### src/rtl/id_ex_stage.sv
// ID/EX pipeline boundary: decodes the IF/ID instruction into main control,
// builds the sign-extended immediate, detects load-use hazards and registers
// everything into the ID/EX register with stall, flush and bubble support.
module id_ex_stage #(
  parameter int XLEN       = 32,
  parameter int REG_ADDR_W = 5
) (
  input  logic                  clk,
  input  logic                  rst_n,
  input  logic                  stall,
  input  logic                  flush,
  input  logic                  id_valid,
  input  logic [31:0]           id_instr,
  input  logic [XLEN-1:0]       id_pc,
  input  logic [XLEN-1:0]       id_rs1_data,
  input  logic [XLEN-1:0]       id_rs2_data,
  output logic                  load_use_hazard,
  output logic                  ex_valid,
  output logic [1:0]            ex_alu_op,
  output logic [2:0]            ex_funct3,
  output logic [6:0]            ex_funct7,
  output logic                  ex_reg_write,
  output logic                  ex_mem_read,
  output logic                  ex_mem_write,
  output logic                  ex_mem_to_reg,
  output logic                  ex_alu_src,
  output logic                  ex_branch,
  output logic [REG_ADDR_W-1:0] ex_rs1,
  output logic [REG_ADDR_W-1:0] ex_rs2,
  output logic [REG_ADDR_W-1:0] ex_rd,
  output logic [XLEN-1:0]       ex_rs1_data,
  output logic [XLEN-1:0]       ex_rs2_data,
  output logic [XLEN-1:0]       ex_imm,
  output logic [XLEN-1:0]       ex_pc,
  output logic                  ex_illegal
);

  localparam logic [6:0] OP_RTYPE  = 7'b0110011;
  localparam logic [6:0] OP_IARITH = 7'b0010011;
  localparam logic [6:0] OP_LOAD   = 7'b0000011;
  localparam logic [6:0] OP_STORE  = 7'b0100011;
  localparam logic [6:0] OP_BRANCH = 7'b1100011;

  logic [6:0]            w_opcode;
  logic [REG_ADDR_W-1:0] w_rs1;
  logic [REG_ADDR_W-1:0] w_rs2;
  logic [REG_ADDR_W-1:0] w_rd;
  logic [1:0]            w_alu_op;
  logic                  w_reg_write;
  logic                  w_mem_read;
  logic                  w_mem_write;
  logic                  w_mem_to_reg;
  logic                  w_alu_src;
  logic                  w_branch;
  logic                  w_illegal;
  logic                  w_uses_rs2;
  logic [31:0]           w_imm32;
  logic [XLEN-1:0]       w_imm;

  logic                  r_valid;
  logic [1:0]            r_alu_op;
  logic                  r_reg_write;
  logic                  r_mem_read;
  logic                  r_mem_write;
  logic                  r_mem_to_reg;
  logic                  r_alu_src;
  logic                  r_branch;
  logic                  r_illegal;
  logic [2:0]            r_funct3;
  logic [6:0]            r_funct7;
  logic [REG_ADDR_W-1:0] r_rs1;
  logic [REG_ADDR_W-1:0] r_rs2;
  logic [REG_ADDR_W-1:0] r_rd;
  logic [XLEN-1:0]       r_rs1_data;
  logic [XLEN-1:0]       r_rs2_data;
  logic [XLEN-1:0]       r_imm;
  logic [XLEN-1:0]       r_pc;

  assign w_opcode = id_instr[6:0];
  assign w_rs1    = REG_ADDR_W'(id_instr[19:15]);
  assign w_rs2    = REG_ADDR_W'(id_instr[24:20]);
  assign w_rd     = REG_ADDR_W'(id_instr[11:7]);
  assign w_imm    = XLEN'($signed(w_imm32));

  // Main decoder: opcode to control bits and the matching immediate format.
  always_comb begin
    w_alu_op     = 2'b00;
    w_reg_write  = 1'b0;
    w_mem_read   = 1'b0;
    w_mem_write  = 1'b0;
    w_mem_to_reg = 1'b0;
    w_alu_src    = 1'b0;
    w_branch     = 1'b0;
    w_illegal    = 1'b0;
    w_uses_rs2   = 1'b0;
    w_imm32      = 32'h0;
    case (w_opcode)
      OP_RTYPE: begin
        w_alu_op    = 2'b10;
        w_reg_write = 1'b1;
        w_uses_rs2  = 1'b1;
      end
      OP_IARITH: begin
        w_alu_op    = 2'b11;
        w_reg_write = 1'b1;
        w_alu_src   = 1'b1;
        w_imm32     = {{20{id_instr[31]}}, id_instr[31:20]};
      end
      OP_LOAD: begin
        w_reg_write  = 1'b1;
        w_mem_read   = 1'b1;
        w_mem_to_reg = 1'b1;
        w_alu_src    = 1'b1;
        w_imm32      = {{20{id_instr[31]}}, id_instr[31:20]};
      end
      OP_STORE: begin
        w_mem_write = 1'b1;
        w_alu_src   = 1'b1;
        w_uses_rs2  = 1'b1;
        w_imm32     = {{20{id_instr[31]}}, id_instr[31:25], id_instr[11:7]};
      end
      OP_BRANCH: begin
        w_alu_op   = 2'b01;
        w_branch   = 1'b1;
        w_uses_rs2 = 1'b1;
        w_imm32    = {{19{id_instr[31]}}, id_instr[31], id_instr[7],
                      id_instr[30:25], id_instr[11:8], 1'b0};
      end
      default: begin
        w_illegal = 1'b1;
      end
    endcase
    if (w_rd == '0) begin
      w_reg_write = 1'b0;
    end
  end

  assign load_use_hazard = r_valid & r_mem_read & id_valid & (r_rd != '0) &
                           ((r_rd == w_rs1) | ((r_rd == w_rs2) & w_uses_rs2));

  // Control half of ID/EX: flush beats stall beats hazard bubble beats load.
  always_ff @(posedge clk or negedge rst_n) begin
    if (!rst_n) begin
      r_valid      <= 1'b0;
      r_alu_op     <= 2'b00;
      r_reg_write  <= 1'b0;
      r_mem_read   <= 1'b0;
      r_mem_write  <= 1'b0;
      r_mem_to_reg <= 1'b0;
      r_alu_src    <= 1'b0;
      r_branch     <= 1'b0;
      r_illegal    <= 1'b0;
    end else if (flush || (!stall && load_use_hazard)) begin
      r_valid      <= 1'b0;
      r_alu_op     <= 2'b00;
      r_reg_write  <= 1'b0;
      r_mem_read   <= 1'b0;
      r_mem_write  <= 1'b0;
      r_mem_to_reg <= 1'b0;
      r_alu_src    <= 1'b0;
      r_branch     <= 1'b0;
      r_illegal    <= 1'b0;
    end else if (!stall) begin
      r_valid      <= id_valid;
      r_alu_op     <= id_valid ? w_alu_op : 2'b00;
      r_reg_write  <= id_valid & w_reg_write;
      r_mem_read   <= id_valid & w_mem_read;
      r_mem_write  <= id_valid & w_mem_write;
      r_mem_to_reg <= id_valid & w_mem_to_reg;
      r_alu_src    <= id_valid & w_alu_src;
      r_branch     <= id_valid & w_branch;
      r_illegal    <= id_valid & w_illegal;
    end
  end

  // Data half of ID/EX: loads whenever not held; contents of bubbles are don't-care.
  always_ff @(posedge clk or negedge rst_n) begin
    if (!rst_n) begin
      r_funct3   <= '0;
      r_funct7   <= '0;
      r_rs1      <= '0;
      r_rs2      <= '0;
      r_rd       <= '0;
      r_rs1_data <= '0;
      r_rs2_data <= '0;
      r_imm      <= '0;
      r_pc       <= '0;
    end else if (flush || !stall) begin
      r_funct3   <= id_instr[14:12];
      r_funct7   <= id_instr[31:25];
      r_rs1      <= w_rs1;
      r_rs2      <= w_rs2;
      r_rd       <= w_rd;
      r_rs1_data <= id_rs1_data;
      r_rs2_data <= id_rs2_data;
      r_imm      <= w_imm;
      r_pc       <= id_pc;
    end
  end

  assign ex_valid      = r_valid;
  assign ex_alu_op     = r_alu_op;
  assign ex_funct3     = r_funct3;
  assign ex_funct7     = r_funct7;
  assign ex_reg_write  = r_reg_write;
  assign ex_mem_read   = r_mem_read;
  assign ex_mem_write  = r_mem_write;
  assign ex_mem_to_reg = r_mem_to_reg;
  assign ex_alu_src    = r_alu_src;
  assign ex_branch     = r_branch;
  assign ex_rs1        = r_rs1;
  assign ex_rs2        = r_rs2;
  assign ex_rd         = r_rd;
  assign ex_rs1_data   = r_rs1_data;
  assign ex_rs2_data   = r_rs2_data;
  assign ex_imm        = r_imm;
  assign ex_pc         = r_pc;
  assign ex_illegal    = r_illegal;

endmodule

### config.mk
export PLATFORM = sky130hd
export DESIGN_NAME = id_ex_stage
export DESIGN_NICKNAME = d
export VERILOG_FILES = /design/src/rtl/id_ex_stage.sv
export SDC_FILE = /design/constraint.sdc
export NUM_CORES = 1
export LEC_CHECK = 0
export ABC_CLOCK_PERIOD_IN_PS = 4700
export CORE_AREA = 2 2 115 117
export CTS_CLUSTER_SIZE = 40
export DETAILED_ROUTE_END_ITERATION = 8
export DIE_AREA = 0 0 117 119
export DONT_BUFFER_PORTS = 1
export MAX_ROUTING_LAYER = met4
export PLACE_DENSITY = 0.68
export SYNTH_ARGS = -nofsm -noshare
export SYNTH_HDL_FRONTEND = slang
export SYNTH_SLANG_ARGS = --single-unit
### constraint.sdc
create_clock -name clk -period 4.7 [get_ports clk]
set_input_delay 0.94 -clock clk [delete_from_list [all_inputs] [get_ports clk]]
set_output_delay 0.94 -clock clk [all_outputs]
set_load 0.02 [all_outputs]
Word level (Yosys, flattened, before mapping)

Index checks and enable logic that the tools add are counted.
Widths: inputs -> output; s select.

Word-level logic and storage cells: 75
Output and inout port bits: 164
Bits of input ports: 133
Bits in registers: 162

Bitwise logic cells: 12
Reduce and logical (&&, ||, !) cells: 11
Equality and inequality tests: 8
Mux-type cells: 27

Operator list:

| kind               | count |
|---|---|
| $pmux 32 s3        | 1 |
| $mux 1             | 22 |
| $eq 7x6->1 const B | 2 |
| $and 1x1->1        | 11 |
| $eq 5x5->1         | 2 |
| $reduce_or 3->1    | 3 |
| $eq 7x2->1 const B | 1 |
| $eq 7x5->1 const B | 1 |
| $eq 7x7->1 const B | 1 |
| $mux 2             | 3 |
| $pmux 2 s3         | 1 |
| $logic_not 5->1    | 1 |
| $reduce_bool 5->1  | 1 |
| $reduce_or 5->1    | 1 |
| $logic_or 1x1->1   | 2 |
| $ne 2x1->1 const B | 1 |
| $reduce_or 2->1    | 1 |
| $logic_and 1x1->1  | 1 |
| $logic_not 1->1    | 1 |
| $or 1x1->1         | 1 |

Longest topological paths before layout

Gate-level depths: netlist (run 1).

Word-level depth: 9
Mapped depth: 6
Mapped depth without buffers: 5

Least setup slack after synthesis (run 1)

No wires, ideal clock.

Path kind: input to output
Start point: input id_instr[2]
End point: output load_use_hazard
Buffers on the path: 0
Data required time: 3.760 ns
Data arrival time: 2.159 ns
Stages: 4
Setup slack: 1.601 ns
Cells stage by stage: and4bb_2 nand4_1 or4_4 a21oi_1

Cells in the longest elaborated chain, start to end: 6
Elaborated cells on any way between the ends: 8
Classes of those cells: eq/ne: 3; mux: 1; bitwise: 3; reduce/logical: 1

RTL lines:

| item                                     | line | text |
|---|---|---|
| from (decl)                              | 13   | `input logic [31:0] id_instr,` |
| $eq 7x7->1 or $eq 7x6->1 (tied branches) | 97   | `case (w_opcode)` |
| $reduce_or 3->1 (no line) (*)            | --   |  |
| $mux 1 (*)                               | 97   |  |
| $and 1x1->1 (*)                          | 139  | `((r_rd == w_rs1) \| ((r_rd == w_rs2) & w_uses_rs2));` |
| $or 1x1->1 (*)                           | 139  |  |
| $and 1x1->1 (*)                          | 138  | `assign load_use_hazard = r_valid & r_mem_read & id_valid & (r_rd != '0) &` |
| to (decl)                                | 17   | `output logic load_use_hazard,` |

Mark *: on every way between the ends. The rest lies on a longest branch, timed or not.

Final worst setup path (run 1)

Ends and elaborated chain as after synthesis.

==> impl_metrics.json, run 1 <==
{
  "grt_start_max_net_pins": 144,
  "instances_no_fill": 806,
  "post_synth_inst_count": 647,
  "core_um2": 12870,
  "drt_pass1_iterations": 4,
  "maximum_frequency_from_static_timing_analysis_ghz": 0.3072,
  "most-common-layout-cells": "sky130_fd_sc_hd__nand2_1 (376), sky130_fd_sc_hd__dfrtp_1 (142), sky130_fd_sc_hd__clkbuf_16 (17), sky130_fd_sc_hd__nor2_1 (16), sky130_fd_sc_hd__o21ai_0 (10)",
  "critical_path.max_fanout": 3,
  "final_setup_tns_ns": 0,
  "tritoncts.num_buffers": 17,
  "grt_antenna_before_repair": 0,
  "post-route-drc-count": 0,
  "drt.antenna.violating_nets": 0,
  "holdBufCountCts": 0,
  "crit_buf_inv": 0,
  "floorplan_die_width_um": 117,
  "yosys-mux-area-fraction_pct": 0,
  "synth_simple_gate_area_share_pct": 27.67,
  "postCtsResizedCells": 0,
  "timing.final.crit_share_pct": 69.26,
  "post-dp-hpwl_um": 9508,
  "ys_async_sr_fraction_pct": 100.0,
  "clock_insertion_delay_worst_skew_ns": 0.40,
  "maxSlewHeadroom_pct": 25.71,
  "synthesized_area_per_cell_um2": 8.911,
  "p_per_area_nw_per_um2": 478.3,
  "yosys.area_share.xor_xnor_pct": 1.519,
  "critical_path.cell_chain": "and4bb_2, nand4_1, or4_4, a21oi_1",
  "via_count_of_the_first_global_routing_pass": 4096,
  "via_count": 4189,
  "startpoint_type": "input pin",
  "report.final.slew_viol_count": 0,
  "cts.root.buffer_cell": "sky130_fd_sc_hd__clkbuf_16",
  "hold_path.class": "in2async",
  "crit_path_max_incr_delay_ns": 0.53,
  "drt-vias-per-instance": 5.197,
  "finalWirelength_um": 13480,
  "synth_top_flop_cell": "sky130_fd_sc_hd__dfrtp_1",
  "tightestPinTransition_ns": 1.114,
  "placement_rows": 42,
  "clock_tree.htree_level_count": 4,
  "numClockSinks": 143,
  "synth_compound_area_share_pct": 3.928,
  "yosys_warnings": 0,
  "place_congestion": 0.9795,
  "cts.reportedPaths.clkPinSlew_ns": 0.06,
  "fin_worst_hold_slack_ns": 0.2266,
  "critPathTopFamily": "simple AND/OR/NAND/NOR gates",
  "globalRouteOverflowTotal": 0,
  "dieArea_um2": 13920,
  "synthesis.nets": 780,
  "nNetsFinal": 750,
  "gr-usage-all-layers_pct": 20.02,
  "seq_area_frac_synth_pct": 62.07,
  "fin_worst_skew_ns": 0.002076,
  "post_route_cells_drive_above_1_share_pct": 6.984,
  "antenna_cells_inserted": 0,
  "placement.io_buffers": 0,
  "ctsLongestPathBuffers": 2,
  "most_common_library_cell_in_the_layout_ignoring_fill_and_taps": "sky130_fd_sc_hd__nand2_1",
  "rsz0062_at_grt": "no",
  "timing.setup.critical_path_class": "in2out",
  "cts_tree": "built",
  "cap_violations": 0,
  "synth_edf_count": 0,
  "combinational_family_with_the_most_area_after_synthesis": "simple AND/OR/NAND/NOR gates",
  "timing.critical_path.required_ns": 3.76,
  "total_of_endpoints_with_negative_setup_slack_in_the_final_report": 0,
  "detail_route.wl_per_cell_um": 16.73,
  "syn_area_um2": 5766,
  "areaGrowthSynthToFinish_pct": 10.44,
  "synth.lib_cells_used.distinct": 31,
  "critPathCaptureType": "output port",
  "critical_path.slowest_cell": "sky130_fd_sc_hd__a21oi_1",
  "crit_arrival_ns": 2.32,
  "finalWorstPathRequiredPeriod_ns": 3.255,
  "post-cts-setup-buffer-count": 0,
  "grt_pass1_wl_um": 20730,
  "post_synth_fa_ha_maj_area_fraction_pct": 0,
  "top_level_port_count": 297,
  "leak_pwr_nw": 3.299,
  "fp.dieH_um": 119,
  "synth_seq_cells": 143,
  "irDropWorstVdd_mv": 0.2580,
  "initial_utilization_pct": 44.78,
  "drt-initial-drc-count": 254,
  "dpl.cell_count": 774,
  "timing.final.hold_violations": 0,
  "outcome": "completed"
}
routing by layer:
layer	GRT usage, %	wire, um	vias to the layer above
li1	-	-	1936
met1	23.19	5108	1994
met2	31.86	6717	231
met3	6.514	1341	28
met4	8.456	315	0
met5	-	0	-
final cells by class:
type	instances	area [um^2]
Tap cell	176	220.2
Inverter	1	3.754
Sequential cell	143	3582
Clock inverter	12	157.7
Clock buffer	20	456.7
Multi-Input combinational cell	451	1924
Timing Repair Buffer	3	22.52
Fill cell	1201	6507
cell families after synthesis:
kind of cell / Yosys count
AND/OR/NAND/NOR: 411
flip-flops: 143
buffers and inverters: 53
AO/OA/AOI/OAI: 30
XOR/XNOR: 10
report_power, final:
group | leakage [nW] | switching [mW] | internal [mW]
Sequential | 1.74 | 0.196 | 1.32
Combinational | 1.25 | 0.0980 | 0.0579
Clock | 0.305 | 0.503 | 0.868
Total | 3.30 | 0.797 | 2.25
Yosys cell counts, types with 2 or more instances:
library cell / number / share of area, %
sky130_fd_sc_hd__nor2b_1: 2 / 0.22
sky130_fd_sc_hd__xnor2_1: 4 / 0.61
sky130_fd_sc_hd__clkbuf_1: 22 / 1.4
sky130_fd_sc_hd__dfrtp_1: 143 / 62
sky130_fd_sc_hd__nand3_1: 5 / 0.43
sky130_fd_sc_hd__nor2_1: 16 / 1.0
sky130_fd_sc_hd__nand2_1: 376 / 24
sky130_fd_sc_hd__nand2b_1: 2 / 0.22
sky130_fd_sc_hd__a221oi_1: 5 / 0.76
sky130_fd_sc_hd__a21oi_1: 3 / 0.26
sky130_fd_sc_hd__a22o_2: 2 / 0.35
sky130_fd_sc_hd__xor2_1: 6 / 0.91
sky130_fd_sc_hd__buf_1: 9 / 0.59
sky130_fd_sc_hd__nor3_1: 3 / 0.26
sky130_fd_sc_hd__a32o_1: 4 / 0.69
sky130_fd_sc_hd__o21ai_0: 10 / 0.87
sky130_fd_sc_hd__buf_4: 21 / 2.7
worst paths after layout:
kind	startpoint	endpoint	slack (ns)	depth (start not counted)
worst max-delay path	id_instr[2]	load_use_hazard	1.44	4
worst max register to register	ex_rd[0]$_DFFE_PN0P_	ex_alu_src$_DFFE_PN0P_	2.56	5
min in group clk	ex_funct7[3]$_DFFE_PN0P_	ex_funct7[3]$_DFFE_PN0P_	0.61	2
worst min register to register	ex_funct7[3]$_DFFE_PN0P_	ex_funct7[3]$_DFFE_PN0P_	0.61	2
max in group asynchronous	rst_n	ex_imm[30]$_DFFE_PN0P_	4.24	0
worst min-delay path	rst_n	ex_rs1_data[5]$_DFFE_PN0P_	0.23	0
per-stage QoR:
stage	power, mW	area (um^2)	worst slack, ns	utilization (%)
after global routing	3.182	6367	1.417	49.46
after floorplan	1.647	5766	1.601	-
after CTS	3.082	6367	1.477	49.46
final	3.046	6367	1.445	49.46
after global placement	1.692	5753	1.468	44.68
after detailed placement	1.702	5753	1.490	44.68
No activity file was read; power rests on OpenSTA's default activity.
==> run 2: changes to the inputs <==
--- a/config.mk
+++ b/config.mk
@@ -5,14 +5,14 @@
 export SDC_FILE = /design/constraint.sdc
 export NUM_CORES = 1
 export LEC_CHECK = 0
-export ABC_CLOCK_PERIOD_IN_PS = 4700
+export ABC_CLOCK_PERIOD_IN_PS = 2900
 export CORE_AREA = 2 2 115 117
 export CTS_CLUSTER_SIZE = 40
 export DETAILED_ROUTE_END_ITERATION = 8
 export DIE_AREA = 0 0 117 119
 export DONT_BUFFER_PORTS = 1
 export MAX_ROUTING_LAYER = met4
-export PLACE_DENSITY = 0.68
+export PLACE_DENSITY = 0.71
 export SYNTH_ARGS = -nofsm -noshare
 export SYNTH_HDL_FRONTEND = slang
 export SYNTH_SLANG_ARGS = --single-unit
==> constraint.sdc (replaced) <==
create_clock -name clk -period 2.9 [get_ports clk]
set_input_delay 0.58 -clock clk [delete_from_list [all_inputs] [get_ports clk]]
set_output_delay 0.58 -clock clk [all_outputs]
set_load 0.02 [all_outputs]
==> run 2 against run 1 <==
Against the previous run:
- the run now ends with hold timing left
- cell count grew 0.62%
- clock-buffer cell count shrank 1
- via count shrank 1.5%
- total power grew 60%
- cell area grew 0.51%
- worst setup slack lost 1.2 ns
- highest routed layer unchanged
==> impl_metrics.json, run 2 (synthesized netlist as in run 1, its figures left out) <==
{
  "report.power.total_mw": 4.872,
  "tightestPinTransition_ns": 0.7205,
  "antenna_cells_inserted": 0,
  "timing.reg2reg.setup_slack_ns": 0.97,
  "initial_utilization_pct": 44.78,
  "rsz0062_at_grt": "no",
  "drt_pass1_iterations": 5,
  "n_fill_cell": 1199,
  "outcome": "finished with violations",
  "timing.final.crit_share_pct": 90.78,
  "post-route-drc-count": 0,
  "grt_antenna_before_repair": 0,
  "pre_cts_slack_ns": 0.5340,
  "post-dp-hpwl_um": 9622,
  "grt_pass1_wl_um": 20310,
  "crit_arrival_ns": 2.05,
  "nNetsFinal": 755,
  "clock_tree.htree_level_count": 4,
  "globalRouteOverflowTotal": 0,
  "dieArea_um2": 13920,
  "finalInstanceArea_um2": 6400,
  "finalWirelength_um": 13400,
  "instances_no_fill": 811,
  "floorplan_die_width_um": 117,
  "postCtsResizedCells": 0,
  "post_route_cells_drive_above_1_share_pct": 7.717,
  "p_per_area_nw_per_um2": 761.3,
  "timing.final.hold_violations": 143,
  "dpl.cell_count": 779,
  "fin_worst_hold_slack_ns": -0.1365,
  "via_count": 4125,
  "gr-usage-all-layers_pct": 19.39,
  "crit-reg2reg-launch": "ex_rd[0]$_DFFE_PN0P_",
  "irDropWorstVdd_mv": 0.3624,
  "critPathCaptureType": "output port",
  "numClockSinks": 143,
  "maximum_frequency_from_static_timing_analysis_ghz": 0.3798,
  "leak_pwr_nw": 3.306,
  "post-route-worst-setup-slack_ns": 0.2673,
  "cts.reportedPaths.clkPinSlew_ns": 0.06,
  "timing.critical_path.required_ns": 2.32,
  "placement.io_buffers": 0,
  "via_count_of_the_first_global_routing_pass": 4051,
  "fp.dieH_um": 119,
  "cap_violations": 0,
  "areaGrowthSynthToFinish_pct": 11.00,
  "tritoncts.num_buffers": 17,
  "cts_tree": "built",
  "hold_path.class": "in2async",
  "top_level_port_count": 297,
  "critical_path.max_fanout": 5,
  "core_um2": 12870,
  "detail_route.wl_per_cell_um": 16.52,
  "final_setup_tns_ns": 0,
  "placed_cell_area_um2": 5803,
  "violated_checks": "hold timing",
  "drt-initial-drc-count": 286,
  "most_common_library_cell_in_the_layout_ignoring_fill_and_taps": "sky130_fd_sc_hd__nand2_1",
  "fin_worst_skew_ns": 0.004578,
  "placement_rows": 42,
  "startpoint_type": "flop",
  "total_of_endpoints_with_negative_setup_slack_in_the_final_report": 0,
  "cts.root.buffer_cell": "sky130_fd_sc_hd__clkbuf_16",
  "timing.reg2reg.worst_path_depth": 5,
  "report.final.slew_viol_count": 0,
  "worst_r2r_endpoint": "ex_branch$_DFFE_PN0P_",
  "drt-vias-per-instance": 5.086,
  "place_congestion": 0.9823,
  "ctsLongestPathBuffers": 2,
  "drt.antenna.violating_nets": 0,
  "maxSlewHeadroom_pct": 51.97,
  "clock_insertion_delay_worst_skew_ns": 0.41,
  "timing.setup.critical_path_class": "reg2out",
  "post-cts-setup-buffer-count": 0,
  "finalWorstPathRequiredPeriod_ns": 2.633,
  "most-common-layout-cells": "sky130_fd_sc_hd__nand2_1 (376), sky130_fd_sc_hd__dfrtp_1 (142), sky130_fd_sc_hd__clkbuf_16 (17), sky130_fd_sc_hd__nor2_1 (16), sky130_fd_sc_hd__o21ai_0 (10)",
  "grt_start_max_net_pins": 144
}
[run 2: changes by cell type in the layout (fill, tap and decap cells not counted), sizes merged]
cell / change
buf: +5
bufinv: -1
clkbuf: -1
clkinv: -4
clkinvlp: +4
inv: +2
[run 2: how the worst max path moves through the flow]
| stage | start | endpoint | slack, ns | cells after the start |
|---|---|---|---|---|
| finish | ex_rd[0]$_DFFE_PN0P_ | load_use_hazard | 0.27 | 5 |
| floorplan | id_instr[2] | load_use_hazard | 0.52 | 4 |
| global route | ex_rd[0]$_DFFE_PN0P_ | load_use_hazard | 0.18 | 5 |
| detailed placement | id_instr[2] | load_use_hazard | 0.53 | 5 |
| CTS | ex_rd[0]$_DFFE_PN0P_ | load_use_hazard | 0.24 | 5 |
| global placement | id_instr[2] | load_use_hazard | 0.56 | 5 |
[run 2: layout make-up]
type	count	area, um^2	share of cell area (%)
Tap cell	176	220.2	3.441
Inverter	1	3.754	0.05865
Multi-Input combinational cell	451	1924	30.07
Clock inverter	13	153.9	2.405
Clock buffer	19	442.9	6.921
Timing Repair Buffer	8	72.57	1.134
Sequential cell	143	3582	55.97
[run 2: per-layer routing]
metal  GRT usage (%)  wire (um)  vias up
met3           6.819       1229       22
li1                -          -     1935
met5               -          0        -
met1           22.53       5164     1954
met2           30.35       6724      214
met4           8.382        280        0
[run 2: where the power goes]
group          total [mW]  leakage (nW)  internal (mW)  switching, mW
registers            2.46          1.74           2.14          0.313
logic               0.262          1.28         0.0966          0.165
clock network        2.15         0.279           1.31          0.846
total                4.87          3.31           3.55           1.32
[run 2: critical path: stages, from the launching register on]
cell and delay [ns]:
sky130_fd_sc_hd__dfrtp_1 0.57, sky130_fd_sc_hd__xnor2_1 0.17, sky130_fd_sc_hd__nand4_1 0.11, sky130_fd_sc_hd__or4_4 0.44
sky130_fd_sc_hd__a21oi_1 0.18, sky130_fd_sc_hd__buf_4 0.18
[run 2: stage by stage]
| step | utilization (%) | hold WS, ns |
|---|---|---|
| 2_1_floorplan | - | 0.2844 |
| 3_3_place_gp | 45.07 | 0.2868 |
| 3_5_place_dp | 45.07 | 0.2860 |
| 4_1_cts | 49.71 | -0.1614 |
| 5_1_grt | 49.71 | -0.1672 |
| 6_report | 49.71 | -0.1365 |
==> run 3: changes to the inputs <==
==> config.mk (replaced) <==
export PLATFORM = sky130hd
export DESIGN_NAME = id_ex_stage
export DESIGN_NICKNAME = d
export VERILOG_FILES = /design/src/rtl/id_ex_stage.sv
export SDC_FILE = /design/constraint.sdc
export NUM_CORES = 1
export LEC_CHECK = 0
export ABC_CLOCK_PERIOD_IN_PS = 2900
export CELL_PAD_IN_SITES_DETAIL_PLACEMENT = 0
export CELL_PAD_IN_SITES_GLOBAL_PLACEMENT = 2
export CORE_ASPECT_RATIO = 1.5
export CORE_MARGIN = 1
export CORE_UTILIZATION = 31
export CTS_CLUSTER_SIZE = 40
export DETAILED_ROUTE_END_ITERATION = 8
export DONT_BUFFER_PORTS = 1
export PLACE_DENSITY = 0.83
export SYNTH_ARGS = -nofsm -noshare
export SYNTH_HDL_FRONTEND = slang
export SYNTH_SLANG_ARGS = --single-unit
==> run 3 against run 2 <==
Against the previous run:
- the run still ends with hold timing left
- register-to-register slack got worse by 0.04 ns
- sequential cell count did not move
- maximum frequency fell by 1.9%
- sequential share of layout area fell by 1.4 points
- cell count rose by 9.4%
- utilization fell by 13 points
- combinational power rose by 2%
- cell area rose by 2.6%
- highest routed layer unchanged
==> impl_metrics.json, run 3 (synthesized netlist as in run 1, its figures left out) <==
{
  "antenna_cells_inserted": 0,
  "n_fill_cell": 1855,
  "post-route-worst-setup-slack_ns": 0.2167,
  "pre_cts_slack_ns": 0.4962,
  "top_level_port_count": 297,
  "place_congestion": 0.8482,
  "post-route-drc-count": 0,
  "tightestPinTransition_ns": 0.8439,
  "finalWorstPathRequiredPeriod_ns": 2.683,
  "fin_worst_skew_ns": 0.008596,
  "clock_insertion_delay_worst_skew_ns": 0.40,
  "finalWirelength_um": 14640,
  "hold_path.class": "in2async",
  "crit_arrival_ns": 2.10,
  "drt-initial-drc-count": 156,
  "fin_worst_hold_slack_ns": -0.1325,
  "postCtsResizedCells": 0,
  "critical_path.max_fanout": 5,
  "cts.reportedPaths.clkPinSlew_ns": 0.06,
  "core_um2": 18090,
  "gr-usage-all-layers_pct": 15.37,
  "placement_rows": 60,
  "cts.root.buffer_cell": "sky130_fd_sc_hd__clkbuf_16",
  "dpl.cell_count": 855,
  "cts_tree": "built",
  "nNetsFinal": 759,
  "most-common-layout-cells": "sky130_fd_sc_hd__nand2_1 (376), sky130_fd_sc_hd__dfrtp_1 (142), sky130_fd_sc_hd__clkbuf_16 (17), sky130_fd_sc_hd__nor2_1 (16), sky130_fd_sc_hd__o21ai_0 (10)",
  "report.power.total_mw": 4.987,
  "timing.final.crit_share_pct": 92.53,
  "tritoncts.num_buffers": 17,
  "leak_pwr_nw": 3.355,
  "via_count": 4143,
  "final_setup_tns_ns": 0,
  "total_of_endpoints_with_negative_setup_slack_in_the_final_report": 0,
  "dieArea_um2": 19160,
  "globalRouteOverflowTotal": 0,
  "grt_start_max_net_pins": 144,
  "initial_utilization_pct": 31.87,
  "post_route_cells_drive_above_1_share_pct": 8.451,
  "timing.final.hold_violations": 143,
  "grt_pass1_wl_um": 22610,
  "maxSlewHeadroom_pct": 43.62,
  "drt-vias-per-instance": 4.671,
  "critPathCaptureType": "output port",
  "areaGrowthSynthToFinish_pct": 13.87,
  "detail_route.wl_per_cell_um": 16.51,
  "floorplan_die_width_um": 113.4,
  "timing.critical_path.required_ns": 2.32,
  "drt_pass1_iterations": 5,
  "timing.reg2reg.worst_path_depth": 5,
  "post-dp-hpwl_um": 10510,
  "clock_tree.htree_level_count": 4,
  "drt.antenna.violating_nets": 0,
  "irDropWorstVdd_mv": 0.3142,
  "most_common_library_cell_in_the_layout_ignoring_fill_and_taps": "sky130_fd_sc_hd__nand2_1",
  "grt_antenna_before_repair": 0,
  "p_per_area_nw_per_um2": 759.6,
  "timing.setup.critical_path_class": "reg2out",
  "placement.io_buffers": 0,
  "via_count_of_the_first_global_routing_pass": 4407,
  "startpoint_type": "flop",
  "cap_violations": 0,
  "ctsLongestPathBuffers": 2,
  "numClockSinks": 143,
  "violated_checks": "hold timing",
  "instances_no_fill": 887,
  "rsz0062_at_grt": "no",
  "maximum_frequency_from_static_timing_analysis_ghz": 0.3727,
  "outcome": "finished with violations",
  "post-cts-setup-buffer-count": 0,
  "report.final.slew_viol_count": 0,
  "fp.dieH_um": 169.0
}
## run 3: per-layer routing
metal	vias up	GRT usage (%)	part of all wire (%)
li1	1940	-	-
met2	192	27.47	51
met3	29	5.764	8.4
met5	-	0	0
met1	1982	15.57	37
met4	0	7.551	3.4
## run 3: layout make-up
| cell class | instances | area (um^2) | share of cell area, % |
|---|---|---|---|
| clock buffer | 18 | 439.2 | 6.690 |
| clock inverter | 14 | 177.7 | 2.706 |
| inverter | 1 | 3.754 | 0.05718 |
| multi-input combinational | 451 | 1924 | 29.31 |
| sequential | 143 | 3582 | 54.56 |
| tap | 248 | 310.3 | 4.727 |
| timing repair buffer | 12 | 127.6 | 1.944 |
## run 3: report_power, final
part	total (mW)	internal, mW	switching, mW
clock network	2.26	1.39	0.869
logic	0.266	0.105	0.161
registers	2.46	2.14	0.316
## run 3: worst paths after layout
check,start,to,slack (ns)
max,ex_rd[1]$_DFFE_PN0P_,load_use_hazard,0.22
min,rst_n,ex_imm[1]$_DFFE_PN0P_,-0.13
max reg2reg,ex_rd[1]$_DFFE_PN0P_,ex_alu_op[0]$_DFFE_PN0P_,0.93
min reg2reg,ex_rs2_data[28]$_DFFE_PN0P_,ex_rs2_data[28]$_DFFE_PN0P_,0.61
max in group asynchronous,rst_n,ex_rs2_data[14]$_DFFE_PN0P_,2.82
min in group clk,id_rs2_data[9],ex_rs2_data[9]$_DFFE_PN0P_,0.28
## run 3: per-stage QoR
step	utilization (%)	instance area (um^2)
finish	36.29	6565
global route	36.29	6565
CTS	36.29	6565
detailed placement	32.88	5948
global placement	32.88	5948
floorplan	-	5766
## run 3: worst max-delay path, stage by stage (launching register included)
cell and delay [ns]:
sky130_fd_sc_hd__dfrtp_1 0.56, sky130_fd_sc_hd__xnor2_1 0.17, sky130_fd_sc_hd__nand4_1 0.15, sky130_fd_sc_hd__or4_4 0.44, sky130_fd_sc_hd__a21oi_1 0.18, sky130_fd_sc_hd__buf_4 0.19
